--- config.mk ---
export PLATFORM = sky130hd
export DESIGN_NAME = fetch_line_buffer_unit_flat
export DESIGN_NICKNAME = d
export VERILOG_FILES = /design/src/rtl/fetch_line_buffer_unit_pkg.sv /design/src/rtl/fetch_line_buffer_unit_if.sv /design/src/rtl/fetch_line_buffer_unit.sv /design/src/flat_wrapper.sv
export SDC_FILE = /design/constraint.sdc
export NUM_CORES = 1
export LEC_CHECK = 0
export CORE_MARGIN = 2
export CORE_UTILIZATION = 35
export DETAILED_ROUTE_END_ITERATION = 10
export SYNTH_ARGS = -nofsm -noshare
export SYNTH_HDL_FRONTEND = slang
export SYNTH_SLANG_ARGS = --single-unit
--- constraint.sdc ---
create_clock -name clk -period 14.5 [get_ports clk]
set_clock_uncertainty 0.1 [all_clocks]
set_input_delay 3.625 -clock clk [delete_from_list [all_inputs] [get_ports clk]]
set_output_delay 3.625 -clock clk [all_outputs]
set_load 0.05 [all_outputs]
--- src/rtl/fetch_line_buffer_unit_pkg.sv ---
// rtl/fetch_line_buffer_unit_pkg.sv - shared types and defaults for the fetch line buffer
package fetch_line_buffer_unit_pkg;

    localparam int LINE_WORDS_DEFAULT = 8;

    typedef enum logic [1:0] {LB_IDLE, LB_REQ, LB_FILL, LB_RESP} line_buffer_state_t;

endpackage

--- src/rtl/fetch_line_buffer_unit_if.sv ---
// rtl/fetch_line_buffer_unit_if.sv - fetch sub-unit request/response bundle
interface fetch_line_buffer_unit_if;
    import fetch_line_buffer_unit_pkg::*;

    logic        new_request;
    logic [31:0] addr;
    logic        ready;
    logic        data_valid;
    logic [31:0] data_out;
    logic        invalidate;

    modport master (output new_request, addr, invalidate, input ready, data_valid, data_out);
    modport slave  (input new_request, addr, invalidate, output ready, data_valid, data_out);

endinterface

--- src/rtl/fetch_line_buffer_unit.sv ---
// rtl/fetch_line_buffer_unit.sv - single-line fetch buffer with burst refill on miss
module fetch_line_buffer_unit
    import fetch_line_buffer_unit_pkg::*;
#(
    parameter int LINE_WORDS = LINE_WORDS_DEFAULT
) (
    input  logic                      clk,
    input  logic                      rst,
    fetch_line_buffer_unit_if.slave   fetch,
    output logic                      mem_request,
    output logic [31:0]               mem_addr,
    input  logic                      mem_ack,
    input  logic                      mem_rvalid,
    input  logic [31:0]               mem_rdata
);
    localparam int LINE_W = $clog2(LINE_WORDS);
    localparam int TAG_W  = 32 - LINE_W - 2;

    line_buffer_state_t state, next_state;

    logic              line_valid;
    logic              inval_pending;
    logic [TAG_W-1:0]  tag;
    logic [TAG_W-1:0]  miss_tag;
    logic [LINE_W-1:0] offset;
    logic [LINE_W-1:0] beat;
    logic [31:0]       line [LINE_WORDS];
    logic [31:0]       data_out_r;
    logic              data_valid_r;

    logic              accept;
    logic              hit;
    logic              fill_beat;
    logic              last_beat;
    logic [TAG_W-1:0]  req_tag;
    logic [LINE_W-1:0] req_offset;
    logic              unused_addr_bits;

    assign req_tag          = fetch.addr[31:LINE_W+2];
    assign req_offset       = fetch.addr[LINE_W+1:2];
    assign unused_addr_bits = ^fetch.addr[1:0];

    // rst gates ready so it reads 0 for the whole reset, not just after the first edge
    assign fetch.ready      = (state == LB_IDLE) && !fetch.invalidate && !rst;
    assign accept           = fetch.new_request && fetch.ready;
    assign hit              = line_valid && (req_tag == tag);
    assign fill_beat        = (state == LB_FILL) && mem_rvalid;
    assign last_beat        = fill_beat && (beat == LINE_W'(LINE_WORDS - 1));

    assign mem_request      = (state == LB_REQ);
    assign mem_addr         = {miss_tag, {(LINE_W + 2){1'b0}}};
    assign fetch.data_valid = data_valid_r;
    assign fetch.data_out   = data_out_r;

    always_comb begin
        next_state = state;
        case (state)
            LB_IDLE: if (accept && !hit) next_state = LB_REQ;
            LB_REQ:  if (mem_ack)        next_state = LB_FILL;
            LB_FILL: if (last_beat)      next_state = LB_RESP;
            LB_RESP:                     next_state = LB_IDLE;
            default:                     next_state = LB_IDLE;
        endcase
    end

    always_ff @(posedge clk or posedge rst) begin
        if (rst) begin
            state         <= LB_IDLE;
            line_valid    <= 1'b0;
            inval_pending <= 1'b0;
            tag           <= '0;
            miss_tag      <= '0;
            offset        <= '0;
            beat          <= '0;
            data_valid_r  <= 1'b0;
            data_out_r    <= '0;
        end else begin
            state        <= next_state;
            data_valid_r <= 1'b0;

            if (accept) begin
                if (hit) begin
                    data_valid_r <= 1'b1;
                    data_out_r   <= line[req_offset];
                end else begin
                    miss_tag <= req_tag;
                    offset   <= req_offset;
                end
            end

            if (fill_beat)
                beat <= beat + 1'b1;

            // The requested word may be the beat arriving right now, so forward it
            if (last_beat) begin
                tag          <= miss_tag;
                data_valid_r <= 1'b1;
                data_out_r   <= (offset == beat) ? mem_rdata : line[offset];
            end

            if (fetch.invalidate && (state == LB_REQ || state == LB_FILL))
                inval_pending <= 1'b1;
            else if (state == LB_RESP)
                inval_pending <= 1'b0;

            if (fetch.invalidate)
                line_valid <= 1'b0;
            else if (last_beat)
                line_valid <= !inval_pending;
        end
    end

    always_ff @(posedge clk) begin
        if (fill_beat)
            line[beat] <= mem_rdata;
    end

    assert property (@(posedge clk) disable iff (rst) !(fetch.new_request && !fetch.ready));

endmodule

--- src/flat_wrapper.sv ---
// flat-port wrapper written by rule: the top's interface ports become plain ports
module fetch_line_buffer_unit_flat import fetch_line_buffer_unit_pkg::*;
#(
    parameter int LINE_WORDS = LINE_WORDS_DEFAULT
)
  (clk, rst, mem_request, mem_addr, mem_ack, mem_rvalid, mem_rdata, fetch_new_request, fetch_addr, fetch_invalidate, fetch_ready, fetch_data_valid, fetch_data_out);
  fetch_line_buffer_unit_if fetch_i ();
  input  logic clk;
  input  logic rst;
  output logic mem_request;
  output logic [31:0] mem_addr;
  input  logic mem_ack;
  input  logic mem_rvalid;
  input  logic [31:0] mem_rdata;
  input wire logic [$bits(fetch_i.new_request)-1:0] fetch_new_request;
  input wire logic [$bits(fetch_i.addr)-1:0] fetch_addr;
  input wire logic [$bits(fetch_i.invalidate)-1:0] fetch_invalidate;
  output wire logic [$bits(fetch_i.ready)-1:0] fetch_ready;
  output wire logic [$bits(fetch_i.data_valid)-1:0] fetch_data_valid;
  output wire logic [$bits(fetch_i.data_out)-1:0] fetch_data_out;
  assign fetch_i.new_request = fetch_new_request;
  assign fetch_i.addr = fetch_addr;
  assign fetch_i.invalidate = fetch_invalidate;
  assign fetch_ready = fetch_i.ready;
  assign fetch_data_valid = fetch_i.data_valid;
  assign fetch_data_out = fetch_i.data_out;
  fetch_line_buffer_unit #(.LINE_WORDS(LINE_WORDS)) u_core (.clk(clk), .rst(rst), .fetch(fetch_i), .mem_request(mem_request), .mem_addr(mem_addr), .mem_ack(mem_ack), .mem_rvalid(mem_rvalid), .mem_rdata(mem_rdata));
endmodule
Word-level counts from Yosys, hierarchy flattened
Memories as Yosys holds them, arrays and structs flattened.
Index checks and enable logic that the tools add are counted.
Widths: inputs -> output; s select.
{"block": "word_totals", "ff_bits": 97, "latchBits": 0, "ram_bits": 256, "romBits": 0, "in_bits": 70, "output_inout_bits": 67, "word_cells": 59, "n_memories": 1}
{"block": "op_classes", "add_sub_neg": 1, "multipliers": 0, "div_mod_pow": 0, "order_cmp": 0, "n_eq_ne": 9, "n_shift": 0, "muxes": 17, "bitwise_logic": 1, "reduce_logical": 21}
{"memory": "u_core.line", "words": 8, "word_bits": 32, "read_ports": 2, "rd_clocked_by_memory_dff": 0, "wr": 1, "line": "fetch_line_buffer_unit.sv:27", "text": "logic [31:0] line [LINE_WORDS];"}
{"operator": "$mux 32", "n": 4}
{"operator": "$eq 27x27->1", "n": 1}
{"operator": "$mux 1", "n": 9}
{"operator": "$logic_and 1x1->1", "n": 8}
{"operator": "$pmux 2 s4", "n": 1}
{"operator": "$reduce_bool 2->1", "n": 4}
{"operator": "$mux 2", "n": 3}
{"operator": "$eq 2x2->1 const B", "n": 2}
{"operator": "$logic_not 1->1", "n": 4}
{"operator": "$ne 2x1->1 const B", "n": 2}
{"operator": "$reduce_and 2->1", "n": 2}
{"operator": "$add 3x1->3 const B", "n": 1}
{"operator": "$eq 3x3->1", "n": 1}
{"operator": "$eq 3x3->1 const B", "n": 1}
{"operator": "$reduce_and 3->1", "n": 1}
{"operator": "$eq 2x1->1 const B", "n": 1}
{"operator": "$logic_not 2->1", "n": 1}
{"operator": "$ne 2x2->1 const B", "n": 1}
{"operator": "$logic_or 1x1->1", "n": 1}
{"operator": "$not 1->1", "n": 1}

Depth between registers and ports, before layout
Gate-level depths: netlist of run 1.
{"block": "depth", "ltp_word": 7, "mapped_depth": 8}

Worst setup path before layout of run 1
Ideal clock, no wire load.
{"block": "synth_path", "path_kind": "in2out", "start": "input fetch_invalidate", "end": "output fetch_ready", "arrival_time_ns": 4.834, "path_slack_ns": 5.941, "stages": 1, "n_path_buf": 0, "cell_sequence": "nor3b_1"}
{"block": "synth_between", "elab_chain_len": 3}
{"item": "start, declared", "line": "flat_wrapper.sv:17", "text": "input wire logic [$bits(fetch_i.invalidate)-1:0] fetch_invalidate;"}
{"item": "$logic_not 1->1", "line": "fetch_line_buffer_unit.sv:44", "text": "assign fetch.ready = (state == LB_IDLE) && !fetch.invalidate && !rst;"}
{"item": "$logic_and 1x1->1 (2 in series)", "line": "fetch_line_buffer_unit.sv:44"}
{"item": "end, declared", "line": "flat_wrapper.sv:18", "text": "output wire logic [$bits(fetch_i.ready)-1:0] fetch_ready;"}
Every way passes these cells.

Final worst setup path of run 1
Ends and elaborated chain as after synthesis.

==> impl_metrics.ini, run 1 <==
[logic_synthesis]
synth_cells = 908
ys_seq_elements = 353
ys_seq_area_share_pct = 63.4
syn_area_mm2 = 0.0160
avgSynthCellArea_um2 = 17.6
yosys_warnings = 0
ys_types = 36

[power_and_ir_drop]
p_total_w = 0.00349
p_sw_share_pct = 33.5
combPwrFrac_pct = 32.5
clkPwrFrac_pct = 28.4
p_int_w = 0.00232
pwr-share-seq_pct = 39.0
p_leak_nw = 6.69
p_switching_w = 0.00117
powerDensity_mw_per_mm2 = 181
ir_drop_uv = 117

[timing]
rsz0062_at_grt = false
final_hold_viol_count = 0
timing.final.ws_setup_ns = 5.53
max_freq_mhz = 112
setup_violations = 0
tns_ns = 0
fin_crit_ns = 8.97
slew_headroom_pct = 30.9
worst_slew_pin_slew_ns = 1.04
drv_slew = 0
timing.final.crit_share_pct = 61.8

[place]
place_area_mm2 = 0.0179
port_buffers = 129
dpl_worst_slack_ns = 5.52
hpwl_um = 21600
gp_congestion = 0.745

[die]
fp-row-count = 78
core_mm2 = 0.0452
start_util_pct = 35.3
die_x_um = 217
dieArea_mm2 = 0.0473
io_pins = 137
die_y_um = 217

[clocking]
cts_resized = 0
cts_sinks = 353
postCtsSetupBuffers = 0
worstSkewPairLatency_ns = 0.54
numCtsBuffers = 40
clkTransAtPathRegs_ns = 0.06
htreeDepth = 2
cts_hold_buf = 0
tritoncts = yes
clockBufferDepth = 3
root_buffer = clkbuf_16

[critical_path]
critPathKind = in -> out
crit_required_ns = 10.77
worst_setup_path_start_kind = input port
r2r-start = u_core.offset[2]
r2r_slack_ns = 11.47
reg2reg_to = u_core.fetch.data_out[1]
worst-r2r-cell-count = 7
endpoint = fetch_ready
end_kind = output pin
arrival_ns = 5.24
startpoint = fetch_invalidate
critPathMaxFanout = 3

[finish]
final_nets = 1120
design_area_mm2 = 0.0192
seq_area_mm2 = 0.0101
n_fill_cell = 4007
drive_gt1_share_pct = 27.9
multi_input_area_mm2 = 0.00557
area_growth_pct = 20.7

[routing]
via_per_inst = 5.32
dr.pass1.iters = 7
vias = 8913
wl_per_cell_um = 23.2
drt_iter0_drc = 731
antenna_left = 0
finalWirelength_um = 38900
drc = 0

[global_routing]
grt_util_all_layers_pct = 16.6
use_met3_pct = 2.87
grt.overflow.total = 0
antenna_found_initial = 3
met1_usage_pct = 22.1
grt_pass1_vias = 9514
grt_pass1_wl_um = 58500
grt_use_met2_pct = 28.3
grt_busiest_layer = met2
grt_max_degree = 67

[status]
outcome = complete, no violations

[flow_run]
maxCapViolations = 0

[hold_path]
hp-class = reg -> reg
-- sequential cells by signal, indices dropped and copies added, names as in the netlist --
signal	count
u_core.line	256
u_core.state	2
u_core.offset	3
u_core.tag	27
u_core.beat	3
u_core.fetch.data_valid	1
u_core.inval_pending	1
u_core.fetch.data_out	32
u_core.miss_tag	27
u_core.line_valid	1
-- worst max-delay path, cell delays in order --
cell             delay, ns
clkdlybuf4s50_1       0.49
nor3b_1               0.28
clkdlybuf4s50_1       0.85
-- cell type report --
| class | count | share of cell area, % |
|---|---|---|
| Clock buffer | 60 | 6.06 |
| Tap cell | 600 | 3.90 |
| Inverter | 6 | 0.130 |
| Timing Repair Buffer | 155 | 7.68 |
| Antenna cell | 2 | 0.0260 |
| Multi-Input combinational cell | 487 | 28.9 |
| Clock inverter | 11 | 0.676 |
| Sequential cell | 353 | 52.6 |
-- metal layers --
metal	vias to the layer above	share of wire, %
li1	3939	-
met1	4616	42
met2	284	49
met3	70	6.5
met4	4	2.3
met5	-	0.072
-- worst min-delay path by stage --
stage	startpoint	to	slack (ns)	depth (start not counted)
after detailed placement	u_core.inval_pending	u_core.line_valid	0.35	1
after floorplan	u_core.inval_pending	u_core.line_valid	0.32	1
after CTS	u_core.inval_pending	u_core.line_valid	0.36	1
after global placement	u_core.inval_pending	u_core.line_valid	0.34	1
after global routing	u_core.inval_pending	u_core.line_valid	0.41	1
final	u_core.inval_pending	u_core.line_valid	0.36	1
-- cell usage after synthesis --
cell,number,area share (%)
nor3_1,17,0.53
nor3b_1,1,0.047
edfxtp_1,256,48
clkbuf_1,36,0.85
conb_1,1,0.024
a31oi_1,1,0.039
mux2_2,65,4.6
mux2i_1,33,2.1
a221o_1,19,1.2
nand2_1,86,2.0
xor2_1,12,0.66
nor4_4,1,0.13
buf_6,2,0.14
inv_1,6,0.14
buf_4,6,0.28
buf_1,6,0.14
a222oi_1,1,0.063
o21ba_2,1,0.063
or4_4,1,0.071
mux4_2,128,18
a21oi_1,19,0.60
ha_1,7,0.55
and3_1,1,0.039
buf_8,2,0.19
nor2_1,5,0.12
nand2b_1,3,0.12
nand4_1,5,0.20
a211oi_1,14,0.66
nor4_1,4,0.16
xnor2_1,19,1.0
o21ai_0,21,0.66
o31a_1,1,0.055
o22ai_1,13,0.51
buf_2,14,0.44
nand3_1,4,0.13
dfrtp_1,97,15
-- cell usage in the layout (no fill, tap or decap), types with 3 or more instances in the layout --
cell type,instances
mux4_2,128
nand4_1,5
nor3_1,13
buf_4,27
a21oi_1,19
clkbuf_1,12
clkinv_2,3
clkbuf_16,41
nand2b_1,3
o22ai_1,13
a211oi_1,14
clkdlybuf4s50_1,127
nor3_2,4
xnor2_1,19
inv_1,5
ha_1,7
nand2_1,86
edfxtp_1,256
mux2i_1,33
o21ai_0,21
dfrtp_1,94
a221o_1,19
clkbuf_8,7
xor2_1,12
mux2_2,65
nor2_4,3
conb_1,5
nor4_1,3
-- through the flow --
stage / utilization [%] / hold WS [ns] / std cells
final: 42.6 / 0.356 / 1674
after global routing: 42.6 / 0.409 / 1673
after detailed placement: 39.7 / 0.350 / 1601
after CTS: 42.6 / 0.360 / 1672
after floorplan: - / 0.320 / 912
after global placement: 39.7 / 0.340 / 1601
-- cells by family (layout without fill, tap and decap cells) --
logic type,after synthesis,count (layout),synth area share (%)
flip-flops,353,353,63.4
multiplexers,226,226,24.7
AND/OR/NAND/NOR,128,128,3.56
AO/OA/AOI/OAI,90,90,3.84
buffers and inverters,72,232,2.18
XOR/XNOR,31,31,1.70
adder cells (fa/ha/maj),7,7,0.549
other,1,7,0.0235
-- power by group through the flow --
stage / Combinational [W] / Sequential [W] / Clock [W]
floorplan: 0.000603 / 0.00156 / 0
global placement: 0.00114 / 0.00138 / 0
detailed placement: 0.00115 / 0.00138 / 0
CTS: 0.00115 / 0.00136 / 0.00101
global route: 0.00121 / 0.00138 / 0.00106
finish: 0.00113 / 0.00136 / 0.000992
Power figures use the tool's default switching activity.
==> inputs of run 2 (changes only) <==
- clock period: 14.5 -> 8.8 ns (I/O delays scaled with it)
==> impl_metrics.ini, run 2 (same netlist as run 1, synthesis figures left out) <==
[critical_path]
worst-r2r-cell-count = 6
reg2reg_to = u_core.fetch.data_out[10]
critPathMaxFanout = 3
worst_setup_path_start_kind = input port
arrival_ns = 3.87
r2r-start = u_core.state[0]
critPathKind = in -> out
r2r_slack_ns = 5.60
crit_required_ns = 6.50
end_kind = output pin

[finish]
mostFrequentLayoutCells = edfxtp_1 (256), mux4_2 (128), clkdlybuf4s50_1 (127), dfrtp_1 (94), nand2_1 (86)
area_growth_pct = 20.6
postLayoutCoreUtil_pct = 42.6
n_fill_cell = 4002
regMostFlops = u_core.line
final_common_cell = edfxtp_1
final_nets = 1118
finalNonFillerCells = 1672
drive_gt1_share_pct = 28.1
largest_reg_flops = 256

[hold_path]
min-delay-start = u_core.inval_pending
hp-class = reg -> reg
hold_depth = 1
holdPathEnd = u_core.line_valid

[timing]
timing.final.ws_setup_ns = 2.63
timing.final.crit_share_pct = 70.1
slew_headroom_pct = 29.0
rsz0062_at_grt = false
setup_violations = 0
final_hold_viol_count = 0
tns_ns = 0
max_freq_mhz = 162
worst_slew_pin_slew_ns = 1.06
fin_crit_ns = 6.17
drv_slew = 0

[clocking]
clockBufferDepth = 3
clkTransAtPathRegs_ns = 0.06
cts_hold_buf = 0
tritoncts = yes
root_buffer = clkbuf_16
numCtsBuffers = 39
htreeDepth = 2
cts_resized = 0
postCtsSetupBuffers = 0
worstSkewPairLatency_ns = 0.55
cts_sinks = 353

[place]
gp_congestion = 0.733
hpwl_um = 21500
port_buffers = 129
dp_cells = 1600
dpl_worst_slack_ns = 2.64

[power_and_ir_drop]
powerDensity_mw_per_mm2 = 299
p_leak_nw = 6.69
p_total_w = 0.00575
p_int_w = 0.00381
clkPwrFrac_pct = 28.4
ir_drop_uv = 201
pwr-share-seq_pct = 38.7
p_sw_share_pct = 33.8
p_switching_w = 0.00195
combPwrFrac_pct = 32.9

[global_routing]
grt_pass1_wl_um = 58900
grt.overflow.total = 0
grt_util_all_layers_pct = 16.7
grt_pass1_vias = 9509
grt_max_degree = 66
antenna_found_initial = 3

[die]
start_util_pct = 35.3
die_x_um = 217
dieArea_mm2 = 0.0473
fp-row-count = 78
core_mm2 = 0.0452
io_pins = 137
die_y_um = 217

[flow_run]
maxCapViolations = 0

[routing]
vias = 8949
finalWirelength_um = 39200
dr.pass1.iters = 5
via_per_inst = 5.35
drt_iter0_drc = 664
wl_per_cell_um = 23.4
drc = 0
antenna_left = 0

[status]
outcome = complete, no violations
run 2: cell count changes in the layout (fill, tap and decap cells not counted), moves of 2 or more:
cell / previous run / this run
clkbuf_16: 41 / 39
clkinv_1: 1 / 4
clkinv_2: 3 / 5
clkbuf_8: 7 / 9
clkbuf_1: 12 / 6
inv_16: 0 / 2
run 2: worst max-delay path, stage by stage:
cell	delay (ns)
clkdlybuf4s50_1	0.50
nor3b_1	0.31
clkdlybuf4s50_1	0.87
run 2: routing by layer:
metal  vias up  global-route usage [%]  routed length [µm]  share of wire [%]
li1       3943                       -                   -                  -
met1      4698                    22.7               17000                 43
met2       251                    27.8               19300                 49
met3        53                    3.11                2170                5.5
met4         4                    4.22                 672                1.7
met5         -                       0                  24              0.061
run 2: stage by stage:
stage	cell area, µm²	hold WS [ns]
after floorplan	16000	0.320
after global placement	17900	0.344
after detailed placement	17900	0.355
after CTS	19200	0.364
after global routing	19200	0.386
final	19200	0.355
run 2: how the worst max path moves through the flow:
stage                     slack (ns)                 to             start
after floorplan                 2.76  u_core.line[0][0]        mem_rvalid
after global placement          2.69        fetch_ready  fetch_invalidate
after detailed placement        2.64        fetch_ready  fetch_invalidate
after CTS                       2.63        fetch_ready  fetch_invalidate
after global routing            2.53        fetch_ready  fetch_invalidate
final                           2.63        fetch_ready  fetch_invalidate
run 2: cell type report:
cell class                      count  area [µm²]  share of cell area (%)
Antenna cell                        1        2.50                  0.0130
Clock buffer                       54        1120                    5.83
Clock inverter                     17         173                   0.898
Inverter                            6        25.0                   0.130
Multi-Input combinational cell    487        5570                    29.0
Sequential cell                   353       10100                    52.6
Tap cell                          600         751                    3.90
Timing Repair Buffer              154        1470                    7.65
run 2: power groups by stage:
stage          clock (W)  sequential [W]  combinational [W]
2_1_floorplan          0         0.00257           0.000993
3_3_place_gp           0         0.00225            0.00190
3_5_place_dp           0         0.00226            0.00191
4_1_cts          0.00168         0.00223            0.00192
5_1_grt          0.00175         0.00226            0.00201
6_report         0.00163         0.00223            0.00189
